## src/rtl/neo_pal_card_busctl.sv

```systemverilog
`default_nettype none
// ============================================================================
// neo_pal_card_busctl - 68k palette/memory-card bus buffer sequencer (G0/G1/DIR, nDTACK)
// Optional feature macro: MEMCARD_EN (sequenced card accesses).   Rev 1.0
// ============================================================================
module neo_pal_card_busctl #(
  parameter int PAL_WAIT  = 2,
  parameter int CARD_WAIT = 4
) (
  input  logic CLK,
  input  logic nRESET,
  input  logic nPAL_SEL,
  input  logic nCARD_SEL,
  input  logic M68K_RW,
  input  logic VID_BUSY,
  output logic G0,
  output logic G1,
  output logic DIR,
  output logic PAL_ADDR_SEL,
  output logic nDTACK,
  output logic BUSY
);

  typedef enum logic [2:0] {
    S_IDLE    = 3'd0,
    S_SETUP   = 3'd1,
    S_ACCESS  = 3'd2,
    S_ACK     = 3'd3,
    S_RECOVER = 3'd4
  } state_t;

  localparam logic [3:0] PAL_CNT  = 4'(PAL_WAIT);
  localparam logic [3:0] CARD_CNT = 4'(CARD_WAIT);

  state_t     state_q, state_d;
  logic [3:0] cnt_q, cnt_d;
  logic       tgt_pal_q, tgt_pal_d;
  logic       block_q, block_d;
  logic       g0_q, g0_d;
  logic       g1_q, g1_d;
  logic       dir_q, dir_d;
  logic       pas_q, pas_d;
  logic       ndtack_q, ndtack_d;
  logic       busy_q, busy_d;
  logic       act_rel;

  // Select of the target currently being served has been released.
  assign act_rel = tgt_pal_q ? nPAL_SEL : nCARD_SEL;

  always_comb begin
    state_d   = state_q;
    cnt_d     = cnt_q;
    tgt_pal_d = tgt_pal_q;
    g0_d      = g0_q;
    g1_d      = g1_q;
    dir_d     = dir_q;
    pas_d     = pas_q;
    ndtack_d  = ndtack_q;

    // A simultaneous palette+card select locks the card out until it is released.
    block_d = block_q;
    if (!nPAL_SEL && !nCARD_SEL) begin
      block_d = 1'b1;
    end else if (nCARD_SEL) begin
      block_d = 1'b0;
    end

    unique case (state_q)
      S_IDLE: begin
        if (!nPAL_SEL) begin
          if (!VID_BUSY) begin
            state_d   = S_SETUP;
            tgt_pal_d = 1'b1;
            dir_d     = M68K_RW;
            pas_d     = 1'b1;
          end
        end else if (!nCARD_SEL && !block_q) begin
          tgt_pal_d = 1'b0;
`ifdef MEMCARD_EN
          state_d   = S_SETUP;
          dir_d     = M68K_RW;
`else
          // No card fitted: acknowledge straight away as an open-bus cycle.
          state_d   = S_ACK;
          ndtack_d  = 1'b0;
`endif
        end
      end

      S_SETUP: begin
        cnt_d = tgt_pal_q ? PAL_CNT : CARD_CNT;
        if (act_rel) begin
          state_d = S_RECOVER;
          pas_d   = 1'b0;
        end else if (tgt_pal_q && VID_BUSY) begin
          state_d = S_IDLE;
          pas_d   = 1'b0;
        end else begin
          state_d = S_ACCESS;
          g0_d    = tgt_pal_q;
          g1_d    = !tgt_pal_q;
        end
      end

      S_ACCESS: begin
        if (act_rel) begin
          state_d = S_RECOVER;
          g0_d    = 1'b1;
          g1_d    = 1'b1;
          pas_d   = 1'b0;
        end else if (tgt_pal_q && VID_BUSY) begin
          state_d = S_IDLE;
          g0_d    = 1'b1;
          g1_d    = 1'b1;
          pas_d   = 1'b0;
        end else if (cnt_q == 4'd1) begin
          state_d  = S_ACK;
          ndtack_d = 1'b0;
        end else begin
          cnt_d = cnt_q - 4'd1;
        end
      end

      // Video contention during ACK is ignored so read data stays valid.
      S_ACK: begin
        if (act_rel) begin
          state_d  = S_RECOVER;
          g0_d     = 1'b1;
          g1_d     = 1'b1;
          pas_d    = 1'b0;
          ndtack_d = 1'b1;
        end
      end

      S_RECOVER: begin
        state_d = S_IDLE;
      end

      default: begin
        state_d  = S_IDLE;
        g0_d     = 1'b1;
        g1_d     = 1'b1;
        pas_d    = 1'b0;
        ndtack_d = 1'b1;
      end
    endcase

    busy_d = (state_d != S_IDLE);
  end

  always_ff @(posedge CLK or negedge nRESET) begin
    if (!nRESET) begin
      state_q   <= S_IDLE;
      cnt_q     <= 4'd0;
      tgt_pal_q <= 1'b0;
      block_q   <= 1'b0;
      g0_q      <= 1'b1;
      g1_q      <= 1'b1;
      dir_q     <= 1'b1;
      pas_q     <= 1'b0;
      ndtack_q  <= 1'b1;
      busy_q    <= 1'b0;
    end else begin
      state_q   <= state_d;
      cnt_q     <= cnt_d;
      tgt_pal_q <= tgt_pal_d;
      block_q   <= block_d;
      g0_q      <= g0_d;
      g1_q      <= g1_d;
      dir_q     <= dir_d;
      pas_q     <= pas_d;
      ndtack_q  <= ndtack_d;
      busy_q    <= busy_d;
    end
  end

  assign G0           = g0_q;
  assign G1           = g1_q;
  assign DIR          = dir_q;
  assign PAL_ADDR_SEL = pas_q;
  assign nDTACK       = ndtack_q;
  assign BUSY         = busy_q;

endmodule
`default_nettype wire

```

## config.mk

```make
export PLATFORM = sky130hd
export DESIGN_NAME = neo_pal_card_busctl
export DESIGN_NICKNAME = d
export VERILOG_FILES = /design/src/rtl/neo_pal_card_busctl.sv
export SDC_FILE = /design/constraint.sdc
export NUM_CORES = 1
export LEC_CHECK = 0
export CELL_PAD_IN_SITES_DETAIL_PLACEMENT = 2
export CELL_PAD_IN_SITES_GLOBAL_PLACEMENT = 2
export CORE_UTILIZATION = 30
export DETAILED_ROUTE_END_ITERATION = 8
export PLACE_DENSITY_LB_ADDON = 0.1
export SYNTH_ARGS = -nofsm -noshare
export SYNTH_HDL_FRONTEND = slang
export SYNTH_SLANG_ARGS = --single-unit
```

## constraint.sdc

```tcl
create_clock -name CLK -period 1.9 [get_ports CLK]
set_input_delay 0.285 -clock CLK [delete_from_list [all_inputs] [get_ports CLK]]
set_output_delay 0.285 -clock CLK [all_outputs]
set_load 0.02 [all_outputs]
```

# --- Word level (Yosys, flattened, before mapping) ---
# Index checks and enable logic that the tools add are counted.
op_classes:
  mux: 40
  add_sub_neg: 1
  eq_ne: 20
  n_reduce_logical: 20
  bitwise_logic: 5
op_table:
  columns: ["op", "count"]
  rows:
  - ["$mux W3", 9]
  - ["$ne A2 B2 Y1 const B", 12]
  - ["$mux W1", 21]
  - ["$pmux W1 S4", 4]
  - ["$mux W4", 3]
  - ["$pmux W3 S4", 1]
  - ["$reduce_and A5 Y1", 2]
  - ["$pmux W4 S2", 1]
  - ["$reduce_and A7 Y1", 1]
  - ["$eq A3 B2 Y1 const B", 2]
  - ["$reduce_and A3 Y1", 2]
  - ["$reduce_or A2 Y1", 3]
  - ["$not A1 Y1", 5]
  - ["$eq A4 B1 Y1 const B", 1]
  - ["$logic_not A1 Y1", 4]
  - ["$reduce_and A4 Y1", 1]
  - ["$reduce_bool A2 Y1", 2]
  - ["$sub A4 B1 Y4 const B", 1]
  - ["$eq A3 B1 Y1 const B", 1]
  - ["$eq A3 B3 Y1 const B", 1]
  - ["$logic_and A1 B1 Y1", 3]
  - ["$logic_not A3 Y1", 1]
  - ["$ne A3 B1 Y1 const B", 1]
  - ["$ne A3 B3 Y1 const B", 1]
  - ["other kinds (3)", 3]
word_totals:
  output_inout_bits: 6
  word_cells: 96
  ff_bits: 15
  in_bits: 6

# --- Logic depth before layout (Yosys ltp) ---
# Gate-level depths: netlist (run 1).
logic_depth:
  word_depth: 6
  depth_mapped: 6
  ltp_nobuf: 6

# --- Worst setup path after synthesis (run 1) ---
# OpenSTA, ideal clock, no wires.
synth_path:
  kind: "register to register"
  start: "register tgt_pal_q"
  end: "register busy_q (netlist: BUSY)"
  required_ns: 1.762
  setup_slack_ns: 0.141
  stages_incl_launch_ff: 6
  path_buffers: 1
  t_arrival_ns: 1.621
  cell_sequence: "dfrtp_1 buf_6 nor3b_4 or2_1 a311o_1 or4_1"
synth_via:
  elab_chain_cells: 5
  elab_cells_between_ends: 9
  cone_classes: "mux (7); reduce/logical (2)"
synth_lines:
  columns: ["element", "line_no", "rtl"]
  rows:
  - ["start: declaration", "37", "logic tgt_pal_q, tgt_pal_d;"]
  - ["start signal: assignment", "166", "tgt_pal_q <= tgt_pal_d;"]
  - ["$logic_and A1 B1 Y1", "111", "end else if (tgt_pal_q && VID_BUSY) begin"]
  - ["$mux W3", "111", null]
  - ["$mux W3", "106", "if (act_rel) begin"]
  - ["$pmux W3 S4 *", "68", "unique case (state_q)"]
  - ["net state_d[0]", "35", "state_t state_q, state_d;"]
  - ["$reduce_bool A3 Y1 *", "148", "busy_d = (state_d != S_IDLE);"]
  - ["net busy_d", "44", "logic busy_q, busy_d;"]
  - ["end signal: assignment", "173", "busy_q <= busy_d;"]
  - ["end: declaration", "44", null]
# Mark *: on every way through the listed nets, which the timed path passes. The rest lies on a longest branch.
# A chain may end at the register's enable or synchronous reset.

# --- Worst setup path after layout (run 1) ---
layout_path:
  start: "register state_q[1]"
  end: "register dir_q (netlist: DIR)"
layout_via:
  elab_chain_cells: 2
layout_lines:
  columns: ["element", "line_no", "rtl"]
  rows:
  - ["start: declaration", "35", null]
  - ["start signal: assignment", "164", "state_q <= state_d;"]
  - ["$logic_not A3 Y1", "68", null]
  - ["$reduce_and A3 Y1 (no source line)", null, null]
  - ["end signal: assignment", "170", "dir_q <= dir_d;"]
  - ["end: declaration", "41", "logic dir_q, dir_d;"]
# Every way passes these cells.

==> flow_summary.json, run 1 <==
{
  "io_pins": 12,
  "cp_top_family": "simple AND/OR/NAND/NOR gates",
  "dr.pass1.iters": 2,
  "stdcell_count": 153,
  "antenna_found_initial": 0,
  "intPower_mw": 1.17,
  "via_per_inst": 5.42,
  "fin_crit_sh_pct": 96.9,
  "vdd_drop_max_v": 0.000640,
  "crit_path_end_kind": "flop",
  "drt_iter0_markers": 25,
  "yosysSeqAreaShare_pct": 42.4,
  "cts_root_buf": "clkbuf_4",
  "p_seq_share_pct": 32.5,
  "syn_nets": 101,
  "synthCells": 93,
  "gp_congestion": 0.799,
  "critPathBufInv": 1,
  "cp.arrival_ns": 2.07,
  "netlist.area_leader.share_pct": 30.7,
  "postCtsHoldBufs": 0,
  "pwr-share-clk_pct": 9.5,
  "area_delta_synth_final_pct": 32.5,
  "hold_class": "input port to async pin",
  "fmax_mhz": 543,
  "tightest_slew_ns": 0.483,
  "die_area_um2": 3210,
  "drc": 0,
  "grt_overflow": 0,
  "crit_slowest_cell": "dfrtp_1",
  "synth.distinct_cells": 39,
  "required_ns": 2.13,
  "routed_wl_mm": 2.68,
  "grt_pass1_vias": 936,
  "cpPeakStageDelay_ns": 0.51,
  "cp-start-kind": "flop",
  "drive_gt1_share_pct": 28.7,
  "avgSynthCellArea_um2": 9.65,
  "switching_power_mw": 0.880,
  "grt_pass1_wl_mm": 4.60,
  "netlist_area_um2": 897,
  "fp-row-count": 19,
  "die_y_um": 56.7,
  "crit_chain": "or2_2, nor4_1, buf_4, mux2_2",
  "fin_hold_ws_ns": 0.306,
  "yosys_warnings": 0,
  "start_util_pct": 32.0,
  "power_density_nw_per_um2": 1730,
  "clk_pin_slew_ns": 0.10,
  "sw_frac_of_total_pct": 42.8,
  "portBuffers": 11,
  "combPwrFrac_pct": 57.9,
  "cts_buffers": 3,
  "vias": 830,
  "clock_sinks": 15,
  "path_max_fanout": 11,
  "nNetsFinal": 131,
  "synth-seq-cells": 15,
  "yosys-top-cells-area": "dfrtp_1 31%, dfstp_2 12%, a21oi_1 5.0%",
  "track_usage_pct": 19.0,
  "yosysTopAreaCell": "dfrtp_1",
  "drtAntennaViolNets": 0,
  "core_area_um2": 2810,
  "rsz0062_at_grt": "no",
  "place_ws_ns": -0.301,
  "cap_violations": 0,
  "fin_ws_ns": 0.0591,
  "status": "finished, final reports clean",
  "total_power_mw": 2.05,
  "drv_slew": 0,
  "cts_setup_buffers": 0,
  "fin_skew_ns": 0.00220,
  "dp_cells": 149,
  "postLayoutCoreUtil_pct": 42.4,
  "die_x_um": 56.7,
  "post_drt_wl_per_cell_um": 17.5,
  "max_slew_margin_pct": 67.5,
  "cts_htree_levels": 1,
  "cts_tree": "built",
  "path_class": "flop to flop",
  "period_minus_slack_ns": 1.84,
  "cts_buffer_depth": 2,
  "insertion_delay_ns": 0.29,
  "setup_viol": 0,
  "finalHoldViolCount": 0,
  "grt_max_degree": 16,
  "diodes": 0,
  "dp_hpwl_mm": 2.15,
  "leakage_nw": 0.525
}
[final timing paths]
kind | from | end | slack, ns | depth (start not counted)
hold reg to reg | block_q | block_q | 0.54 | 2
max in group asynchronous | nRESET | G1 | 1.34 | 2
min in group CLK | nPAL_SEL | block_q | 0.47 | 3
hold / removal | nRESET | block_q | 0.31 | 2
setup / recovery | state_q[1] | DIR | 0.06 | 4
setup reg to reg | state_q[1] | DIR | 0.06 | 4
[metrics by stage]
step | cell area [µm²] | setup TNS (ns)
floorplan | 897 | 0
global placement | 1160 | -0.514
detailed placement | 1160 | -0.964
CTS | 1180 | 0
global route | 1190 | 0
finish | 1190 | 0
[power by group through the flow]
stage | clock network, mW | logic [mW] | registers, mW
final | 0.196 | 1.19 | 0.668
after global placement | 0 | 1.16 | 0.667
after detailed placement | 0 | 1.20 | 0.676
after floorplan | 0 | 0.727 | 0.648
after CTS | 0.203 | 1.21 | 0.672
after global routing | 0.216 | 1.31 | 0.692
[logic make-up (layout without fill, tap and decap cells)]
family	after synthesis	after routing	share of synthesized area [%]
AND/OR/NAND/NOR	34	34	23.4
AO/OA/AOI/OAI	28	28	20.6
flip-flops	15	15	42.4
buffers and inverters	9	38	4.88
multiplexers	5	5	5.86
adder cells (fa/ha/maj)	2	2	2.79
[layout by cell type (no fill, tap or decap), types with 3 or more instances in the layout]
cell type / count
o21ai_0: 6
clkbuf_4: 3
nor2_1: 8
clkdlybuf4s50_1: 10
dfstp_2: 4
a21oi_1: 9
buf_4: 18
mux2i_1: 3
inv_1: 5
nand2_1: 4
nor3_1: 3
dfrtp_1: 11
[worst reg2reg max path: stages (launching register included)]
cell and delay [ns]:
dfrtp_1 0.51, or2_2 0.36, nor4_1 0.38, buf_4 0.21
mux2_2 0.32
[routing by layer]
| metal | up-vias | track usage [%] | routed length, µm |
|---|---|---|---|
| li1 | 401 | - | - |
| met4 | 0 | 7.50 | 18 |
| met1 | 419 | 25.5 | 1280 |
| met5 | - | 0 | 0 |
| met3 | 2 | 2.30 | 53 |
| met2 | 8 | 31.0 | 1320 |
[cells in the mapped netlist]
master and instances:
o311ai_0 1, o22ai_1 2, o21ai_0 6, nor3_1 3, or2_0 1, or4b_1 1, a311o_1 1, buf_6 1
nor3b_1 2, o31a_1 1, buf_2 2, clkbuf_1 1, a21o_2 1, nand4_1 1, dfstp_2 4, a211o_1 1
nand2_1 4, mux2_2 2, or2_2 2, nor4_1 1, o32a_1 1, nor2_1 9, nand3b_1 1, mux2i_1 3
a21oi_1 9, nor3b_2 1, dfrtp_1 11, inv_1 5, or3b_2 1, o22a_1 1, ha_1 2, o41ai_1 2
nor3b_4 1, o21bai_1 1, or4_1 2, or2_1 2, nand2b_1 1, or3b_1 1, a221oi_1 1
[repair_timing]
action | 4_1_cts | 5_1_grt
gates resized for setup | 0 | 2
setup endpoints to repair | 0 | 1
hold endpoints to repair | 0 | 0
[final cells by class]
cell class	instances	area (µm²)
Fill cell	318	1620
Multi-Input combinational cell	69	475
Tap cell	31	38.8
Clock buffer	3	22.5
Timing Repair Buffer	29	248
Sequential cell	15	380
Inverter	5	18.8
Clock inverter	1	5.00
[state kept, by name, summed over array words and instances (netlist names)]
name / cells
BUSY: 1
cnt_q: 4
PAL_ADDR_SEL: 1
tgt_pal_q: 1
G1: 1
DIR: 1
block_q: 1
nDTACK: 1
state_q: 3
G0: 1
Power figures use the tool's default switching activity.
==> run 2, diff against run 1 <==
Settings changed: CAP_MARGIN set to 5.
==> results of run 2 <==
The final DEF is identical to that of run 1; final timing and power are the same.
